<file path="config.mk">
export PLATFORM = sky130hd
export DESIGN_NAME = uart_rx_param_flat
export DESIGN_NICKNAME = d
export VERILOG_FILES = /design/src/rtl/uart_pkg.sv /design/src/rtl/uart_rx_param_if.sv /design/src/rtl/uart_rx_sampler.sv /design/src/rtl/uart_rx_param.sv /design/src/flat_wrapper.sv
export SDC_FILE = /design/constraint.sdc
export NUM_CORES = 1
export LEC_CHECK = 0
export BUFFER_PORTS_ARGS = -buffer_cell sky130_fd_sc_hd__clkbuf_2
export CAP_MARGIN = 20
export CORE_ASPECT_RATIO = 1.1
export CORE_MARGIN = 3
export CORE_UTILIZATION = 45
export DETAILED_ROUTE_END_ITERATION = 8
export RECOVER_POWER = 25
export SYNTH_ARGS = -nofsm -noshare
export SYNTH_HDL_FRONTEND = slang
export SYNTH_SLANG_ARGS = --single-unit
</file>
<file path="constraint.sdc">
create_clock -name clk -period 3.85 [get_ports clk]
set_input_delay 0.77 -clock clk [delete_from_list [all_inputs] [get_ports clk]]
set_output_delay 0.77 -clock clk [all_outputs]
set_load 0.03 [all_outputs]
</file>
<file path="src/rtl/uart_pkg.sv">
// uart_pkg: shared types and helpers for the parametrised UART receiver.
//   rx_state_t   - receiver frame FSM states
//   MIN_PRESCALE - smallest usable clocks-per-bit (needs 3 distinct samples)
//   MAX_DATA_W   - widest supported data word
//   parity()     - expected parity bit for a data word (typ 0 even, 1 odd)
package uart_pkg;

   typedef enum logic [2:0] {IDLE, START, DATA, PARITY, STOP} rx_state_t;

   localparam int MIN_PRESCALE = 4;
   localparam int MAX_DATA_W   = 9;

   // Narrower words are zero-extended by the caller, which leaves XOR unchanged.
   function automatic logic parity(input logic [MAX_DATA_W-1:0] data, input logic typ);
      return (^data) ^ typ;
   endfunction

endpackage

</file>
<file path="src/rtl/uart_rx_param_if.sv">
// uart_rx_param_if: received-word ready/valid channel plus error pulses.
//   master (receiver): drives P_DATA, data_valid, par_err, stp_err, overrun
//   slave  (consumer): drives data_ready
interface uart_rx_param_if #(parameter int DATA_W = 8) ();

   logic [DATA_W-1:0] P_DATA;
   logic              data_valid;
   logic              data_ready;
   logic              par_err;
   logic              stp_err;
   logic              overrun;

   modport master (output P_DATA, data_valid, par_err, stp_err, overrun,
                   input  data_ready);
   modport slave  (input  P_DATA, data_valid, par_err, stp_err, overrun,
                   output data_ready);

endinterface

</file>
<file path="src/rtl/uart_rx_sampler.sv">
// uart_rx_sampler: 2-flop synchronizer, per-bit edge counter and 3-sample
// majority vote.
//   rx_in   async serial line (idle high)
//   run     frame in progress; edge counter held at 0 otherwise
//   presc   latched clocks-per-bit P (already clamped to >= 4)
//   rxs     synchronized line
//   bit_end edge_cnt == P-1 this cycle (bit decision point)
//   vote    majority of rxs at edge_cnt P/2-1, P/2, P/2+1
module uart_rx_sampler #(
   parameter int PRESC_W = 6
) (
   input  logic               clk,
   input  logic               rst,
   input  logic               rx_in,
   input  logic               run,
   input  logic [PRESC_W-1:0] presc,
   output logic               rxs,
   output logic               bit_end,
   output logic               vote
);

   logic               sync1, sync2;
   logic [PRESC_W-1:0] edge_cnt;
   logic [PRESC_W-1:0] mid, lo, hi;
   logic               s0, s1, s2, s2_now;

   assign mid     = presc >> 1;
   assign lo      = mid - PRESC_W'(1);
   assign hi      = mid + PRESC_W'(1);
   assign rxs     = sync2;
   assign bit_end = run && (edge_cnt == presc - PRESC_W'(1));

   // With P=4 the last sample point coincides with the decision cycle, so the
   // live synced bit is used instead of the not-yet-written register.
   assign s2_now = (edge_cnt == hi) ? sync2 : s2;
   assign vote   = (s0 & s1) | (s0 & s2_now) | (s1 & s2_now);

   always_ff @(posedge clk or negedge rst) begin
      if (!rst) begin
         sync1    <= 1'b1;
         sync2    <= 1'b1;
         edge_cnt <= '0;
         s0       <= 1'b1;
         s1       <= 1'b1;
         s2       <= 1'b1;
      end else begin
         sync1 <= rx_in;
         sync2 <= sync1;
         if (!run || bit_end) edge_cnt <= '0;
         else                 edge_cnt <= edge_cnt + PRESC_W'(1);
         if (run && edge_cnt == lo)  s0 <= sync2;
         if (run && edge_cnt == mid) s1 <= sync2;
         if (run && edge_cnt == hi)  s2 <= sync2;
      end
   end

endmodule

</file>
<file path="src/rtl/uart_rx_param.sv">
// uart_rx_param: parametrised UART receiver (DATA_W data bits LSB first,
// optional parity, one or two stop bits, runtime oversampling).
//   clk, rst          clock, async active-low reset
//   RX_IN             async serial line, idle high
//   PRESCALE          clocks per bit (values < 4 treated as 4)
//   PAR_EN, PAR_TYP   parity present / 0 even, 1 odd
//   STOP2             two stop bits expected
//   bus (master)      P_DATA/data_valid/data_ready holding register and
//                     par_err/stp_err/overrun one-cycle pulses
// Config inputs are latched at frame start; mid-frame changes are ignored.
module uart_rx_param
   import uart_pkg::*;
#(
   parameter int DATA_W  = 8,
   parameter int PRESC_W = 6
) (
   input  logic               clk,
   input  logic               rst,
   input  logic               RX_IN,
   input  logic [PRESC_W-1:0] PRESCALE,
   input  logic               PAR_EN,
   input  logic               PAR_TYP,
   input  logic               STOP2,
   uart_rx_param_if.master    bus
);

   rx_state_t          state;
   logic [3:0]         bit_cnt;
   logic [DATA_W-1:0]  shreg;
   logic               stop_cnt;
   logic               par_bad, stp_bad;
   logic [PRESC_W-1:0] cfg_presc;
   logic               cfg_par_en, cfg_par_typ, cfg_stop2;
   logic [PRESC_W-1:0] presc_clamped;
   logic               rxs, bit_end, vote;
   logic               last_stp_bad;

   assign presc_clamped = (PRESCALE < PRESC_W'(MIN_PRESCALE)) ? PRESC_W'(MIN_PRESCALE)
                                                               : PRESCALE;
   assign last_stp_bad  = stp_bad | ~vote;

   uart_rx_sampler #(.PRESC_W(PRESC_W)) u_sampler (
      .clk     (clk),
      .rst     (rst),
      .rx_in   (RX_IN),
      .run     (state != IDLE),
      .presc   (cfg_presc),
      .rxs     (rxs),
      .bit_end (bit_end),
      .vote    (vote)
   );

   always_ff @(posedge clk or negedge rst) begin
      if (!rst) begin
         state          <= IDLE;
         bit_cnt        <= '0;
         shreg          <= '0;
         stop_cnt       <= 1'b0;
         par_bad        <= 1'b0;
         stp_bad        <= 1'b0;
         cfg_presc      <= PRESC_W'(MIN_PRESCALE);
         cfg_par_en     <= 1'b0;
         cfg_par_typ    <= 1'b0;
         cfg_stop2      <= 1'b0;
         bus.P_DATA     <= '0;
         bus.data_valid <= 1'b0;
         bus.par_err    <= 1'b0;
         bus.stp_err    <= 1'b0;
         bus.overrun    <= 1'b0;
      end else begin
         bus.par_err <= 1'b0;
         bus.stp_err <= 1'b0;
         bus.overrun <= 1'b0;
         // A word loaded below in the same cycle overrides this clear.
         if (bus.data_valid && bus.data_ready) bus.data_valid <= 1'b0;

         case (state)
            IDLE: if (!rxs) begin
               state       <= START;
               cfg_presc   <= presc_clamped;
               cfg_par_en  <= PAR_EN;
               cfg_par_typ <= PAR_TYP;
               cfg_stop2   <= STOP2;
            end
            START: if (bit_end) begin
               if (vote) state <= IDLE;   // start glitch: silently drop
               else begin
                  state   <= DATA;
                  bit_cnt <= '0;
                  par_bad <= 1'b0;
                  stp_bad <= 1'b0;
               end
            end
            DATA: if (bit_end) begin
               shreg <= {vote, shreg[DATA_W-1:1]};
               if (bit_cnt == 4'(DATA_W-1)) begin
                  state    <= cfg_par_en ? PARITY : STOP;
                  stop_cnt <= 1'b0;
               end else begin
                  bit_cnt <= bit_cnt + 4'd1;
               end
            end
            PARITY: if (bit_end) begin
               par_bad <= (vote != parity(MAX_DATA_W'(shreg), cfg_par_typ));
               state   <= STOP;
            end
            STOP: if (bit_end) begin
               if (cfg_stop2 && !stop_cnt) begin
                  stop_cnt <= 1'b1;
                  if (!vote) stp_bad <= 1'b1;
               end else begin
                  state       <= IDLE;
                  bus.par_err <= par_bad;
                  bus.stp_err <= last_stp_bad;
                  if (!par_bad && !last_stp_bad) begin
                     if (!bus.data_valid || bus.data_ready) begin
                        bus.P_DATA     <= shreg;
                        bus.data_valid <= 1'b1;
                     end else begin
                        bus.overrun <= 1'b1;
                     end
                  end
               end
            end
            default: state <= IDLE;
         endcase
      end
   end

endmodule

</file>
<file path="src/flat_wrapper.sv">
// flat-port wrapper written by rule: the top's interface ports become plain ports
module uart_rx_param_flat import uart_pkg::*;
#(
   parameter int DATA_W  = 8,
   parameter int PRESC_W = 6
)
  (clk, rst, RX_IN, PRESCALE, PAR_EN, PAR_TYP, STOP2, bus_P_DATA, bus_data_valid, bus_par_err, bus_stp_err, bus_overrun, bus_data_ready);
  uart_rx_param_if #(.DATA_W(DATA_W)) bus_i ();
  input  logic clk;
  input  logic rst;
  input  logic RX_IN;
  input  logic [PRESC_W-1:0] PRESCALE;
  input  logic PAR_EN;
  input  logic PAR_TYP;
  input  logic STOP2;
  output wire logic [$bits(bus_i.P_DATA)-1:0] bus_P_DATA;
  output wire logic [$bits(bus_i.data_valid)-1:0] bus_data_valid;
  output wire logic [$bits(bus_i.par_err)-1:0] bus_par_err;
  output wire logic [$bits(bus_i.stp_err)-1:0] bus_stp_err;
  output wire logic [$bits(bus_i.overrun)-1:0] bus_overrun;
  input wire logic [$bits(bus_i.data_ready)-1:0] bus_data_ready;
  assign bus_P_DATA = bus_i.P_DATA;
  assign bus_data_valid = bus_i.data_valid;
  assign bus_par_err = bus_i.par_err;
  assign bus_stp_err = bus_i.stp_err;
  assign bus_overrun = bus_i.overrun;
  assign bus_i.data_ready = bus_data_ready;
  uart_rx_param #(.DATA_W(DATA_W), .PRESC_W(PRESC_W)) u_core (.clk(clk), .rst(rst), .RX_IN(RX_IN), .PRESCALE(PRESCALE), .PAR_EN(PAR_EN), .PAR_TYP(PAR_TYP), .STOP2(STOP2), .bus(bus_i));
endmodule
</file>
==> impl_metrics.csv <==
group,metric,value,unit
timing,finalMaxSlewViolations,30,
synth,yosysSeqAreaShare,47.0,%
synth,synth_area_per_cell,10.7,um2
worst_setup_path,slowest_delay,630,ps
worst_setup_path,r2r_start,"u_core.cfg_presc[2]$_DFFE_PN1P_",
clock_network,clk_pin_slew,90,ps
finish,final_cell_mix,"dfrtp_1 (44), clkbuf_2 (23), nor2_1 (19), nand2_1 (19), xnor2_1 (18)",
hold_path,min_path_type,"flip-flop to flip-flop",
timing,fin_crit,2940,ps
timing,hold_ws,360,ps
worst_setup_path,path_cells,"inv_1 > ha_1 > nor4b_1 > xnor2_1 > nand4_1 > a211oi_4 > or4b_1 > nand3b_4 > mux2_4",
pwr,power_frac_seq,42.7,%
run_status,violations,"capacitance limit, slew limit",
pwr,power.leakage,1.36,nW
timing,finalWorstSetupSlack,914,ps
clock_network,cts_hold_buf,0,
timing,worstMarginPinSlew,1530,ps
worst_setup_path,worst_ep_required_time,4040,ps
timing,period_share,76.3,%
pwr,peakVddDrop,0.000328,V
clock_network,postCtsSetupRepairBufs,0,
finish,n_antenna_cell,0,
worst_setup_path,cp_max_fo,8,
place,pre_cts_ws,907,ps
timing,tns,0,ps
die,io_pins,25,
clock_network,cts_sinks,50,
clock_network,cts_root_buf,"clkbuf_8",
worst_setup_path,rrSetupSlack,910,ps
worst_setup_path,cp-start-kind,"flip-flop",
finish,finalNetCount,292,
die,start_util,48.1,%
timing,finClkSkew,7.81,ps
detailed_routing,drtIter0Drc,63,
global_route,grt_pass1_wl,8910,um
place,dp_hpwl,3820,um
synth,netlist_instances,250,
detailed_routing,drt-total-wl,5080,um
clock_network,cts_made_buffers,5,
detailed_routing,vias_per_cell,5.27,
synth,yosysWarnings,0,
timing,finalHoldViolCount,0,
hold_path,hold_depth,0,
timing,slew_headroom,-1.99,%
pwr,pwr-share-comb,42.6,%
finish,drive_gt1_share,22.5,%
pwr,p_switching,0.821,mW
run_status,status,"finished with violations",
synth,syn_area,2680,um2
pwr,internal-power,1.19,mW
synth,ys_seq_elements,50,
timing,rsz0062_at_grt,"no",
global_route,grt_max_degree,30,
global_route,track_usage,16.7,%
place,port_buffers,24,
die,die_h,86.9,um
worst_setup_path,ff2ff_path_depth,9,
pwr,p_per_area,684,nW/um2
timing,setup_viol,0,
pwr,clock_power_share,14.6,%
place,placed_cells,342,
synth,yosysTopAreaCellShare,41.1,%
die,die_w,79.6,um
synth,ys_top_cells_by_area,"dfrtp_1 (41%), dfstp_2 (5.9%), mux2_2 (5.9%)",
detailed_routing,drc,0,
die,core-area,5570,um2
detailed_routing,wl_per_cell,14.5,um
worst_setup_path,slowest_stage,"dfstp_2",
synth,syn_nets,268,
pwr,p_sw_share,40.8,%
synth,yosysTopAreaCell,"dfrtp_1",
finish,final_common_cell,"dfrtp_1",
worst_setup_path,reg2reg_to,"u_core.bus.P_DATA[6]$_DFFE_PN0P_",
global_route,grt-ovfl-total,0,
hold_path,holdCritStartpoint,"u_core.u_sampler.sync1$_DFF_PN1_",
clock_network,cts_max_path_buffers,2,
clock_network,cts_resized,0,
die,row_count,28,
place,place.gp.congestion,0.803,
detailed_routing,first_pass_iters,4,
clock_network,cts_tree,"built",
job,cap_violations,1,
finish,fillers,521,
finish,fin_cells,350,
worst_setup_path,endpoint_kind,"flip-flop",
clock_network,clkLatencyLatePin,300,ps
detailed_routing,num_vias,1844,
worst_setup_path,crit_arrival,3130,ps
timing,fmax,0.341,GHz
finish,final_util,52.8,%
synth,synth_cell_types,45,
worst_setup_path,crit_type,"flip-flop to flip-flop",
hold_path,whs_endpoint,"u_core.u_sampler.rxs$_DFF_PN1_",
die,die_area,6920,um2
detailed_routing,ant_nets,0,
clock_network,h-tree-depth,2,
global_route,antenna_found_initial,0,
finish,syn_to_final_growth,9.86,%
global_route,grt_pass1_vias,1846,
## worst max-delay path by stage
| stage | end | cells past startpoint | start |
|---|---|---|---|
| 6_report | u_core.bus.P_DATA[6]$_DFFE_PN0P_ | 9 | u_core.cfg_presc[2]$_DFFE_PN1P_ |
| 2_1_floorplan | u_core.bus.P_DATA[0]$_DFFE_PN0P_ | 10 | u_core.cfg_presc[2]$_DFFE_PN1P_ |
| 4_1_cts | u_core.bus.P_DATA[6]$_DFFE_PN0P_ | 9 | u_core.cfg_presc[2]$_DFFE_PN1P_ |
| 3_3_place_gp | u_core.bus.P_DATA[5]$_DFFE_PN0P_ | 9 | u_core.cfg_presc[2]$_DFFE_PN1P_ |
| 3_5_place_dp | u_core.bus.P_DATA[6]$_DFFE_PN0P_ | 9 | u_core.cfg_presc[2]$_DFFE_PN1P_ |
| 5_1_grt | u_core.bit_cnt[1]$_DFFE_PN0P_ | 9 | u_core.cfg_presc[2]$_DFFE_PN1P_ |
## cell families (layout without fill, tap and decap cells)
group | count (synthesis) | after routing | share of synthesized area, %
AOI/OAI and AO/OA | 36 | 36 | 9.01
xor gates and xnor gates | 35 | 35 | 11.4
muxes | 24 | 24 | 11.1
adders and majority gates | 5 | 5 | 2.34
DFF | 50 | 50 | 47.0
buffers and inverters | 19 | 44 | 3.13
and+or+nand+nor | 81 | 81 | 16.0
## state kept, by name (all words and copies together) (netlist names), 3 cells and up
name / count
u_core.bit_cnt: 4
u_core.u_sampler.edge_cnt: 6
u_core.shreg: 8
u_core.bus.P_DATA: 8
u_core.state: 3
u_core.cfg_presc: 6
## metrics by stage
stage / total power, mW / cell area (um2)
2_1_floorplan: 1.55 / 2680
3_3_place_gp: 1.72 / 2860
3_5_place_dp: 1.73 / 2860
4_1_cts: 2.04 / 2950
5_1_grt: 2.20 / 2940
6_report: 2.01 / 2940
## cell type report
cell class	instances	area, um2	area share, %
multi-input cells	181	1340	45.4
flip-flops and latches	50	1260	42.8
repair buffers	26	130	4.42
well taps	75	93.8	3.19
clock buffers	6	72.6	2.47
inverters	10	37.5	1.28
clock inverters	2	13.8	0.468
## worst max-delay path: cells and delay by family (launching register included)
| family | cells | cell delay, ps |
|---|---|---|
| fa+ha+maj | 1 | 240 |
| flops | 1 | 630 |
| simple gates | 4 | 1100 |
| compound gates | 1 | 270 |
| mux | 1 | 340 |
| xor+xnor | 1 | 160 |
| buf+inv | 1 | 90 |
## metal layers
metal | global-route usage, % | wire [um] | vias up
met2 | 26.2 | 2420 | 17
met1 | 23.2 | 2480 | 902
met5 | 0 | 0 | -
met4 | 5.63 | 76 | 0
li1 | - | - | 919
met3 | 3.11 | 105 | 6
## cells in the mapped netlist (all sizes together)
cell / count
nor2: 19
or4b: 1
o21ai: 11
nor2b: 4
nand4: 3
xnor2: 18
and3: 5
o211ai: 1
and4b: 1
inv: 10
clkbuf: 5
nor3: 4
nor4: 2
dfstp: 6
nand3b: 3
dfrtp: 44
buf: 4
nand3: 10
a21oi: 6
nand2b: 3
or4: 2
o21bai: 1
and3b: 1
or2: 1
nand4b: 1
a211o: 1
nor4b: 1
ha: 5
mux2i: 2
a211oi: 3
and2: 1
a21o: 2
xor2: 17
o22ai: 1
mux2: 22
o2bb2ai: 2
a31oi: 3
o21a: 3
o2111ai: 2
nand2: 19
## power by group through the flow
stage,combinational [mW],sequential [mW],clock [mW]
after CTS,0.870,0.858,0.311
after detailed placement,0.864,0.867,0
after global routing,0.986,0.889,0.328
final,0.858,0.859,0.294
after floorplan,0.792,0.761,0
after global placement,0.856,0.866,0
Note: power is estimated with default switching activity, not from simulation.
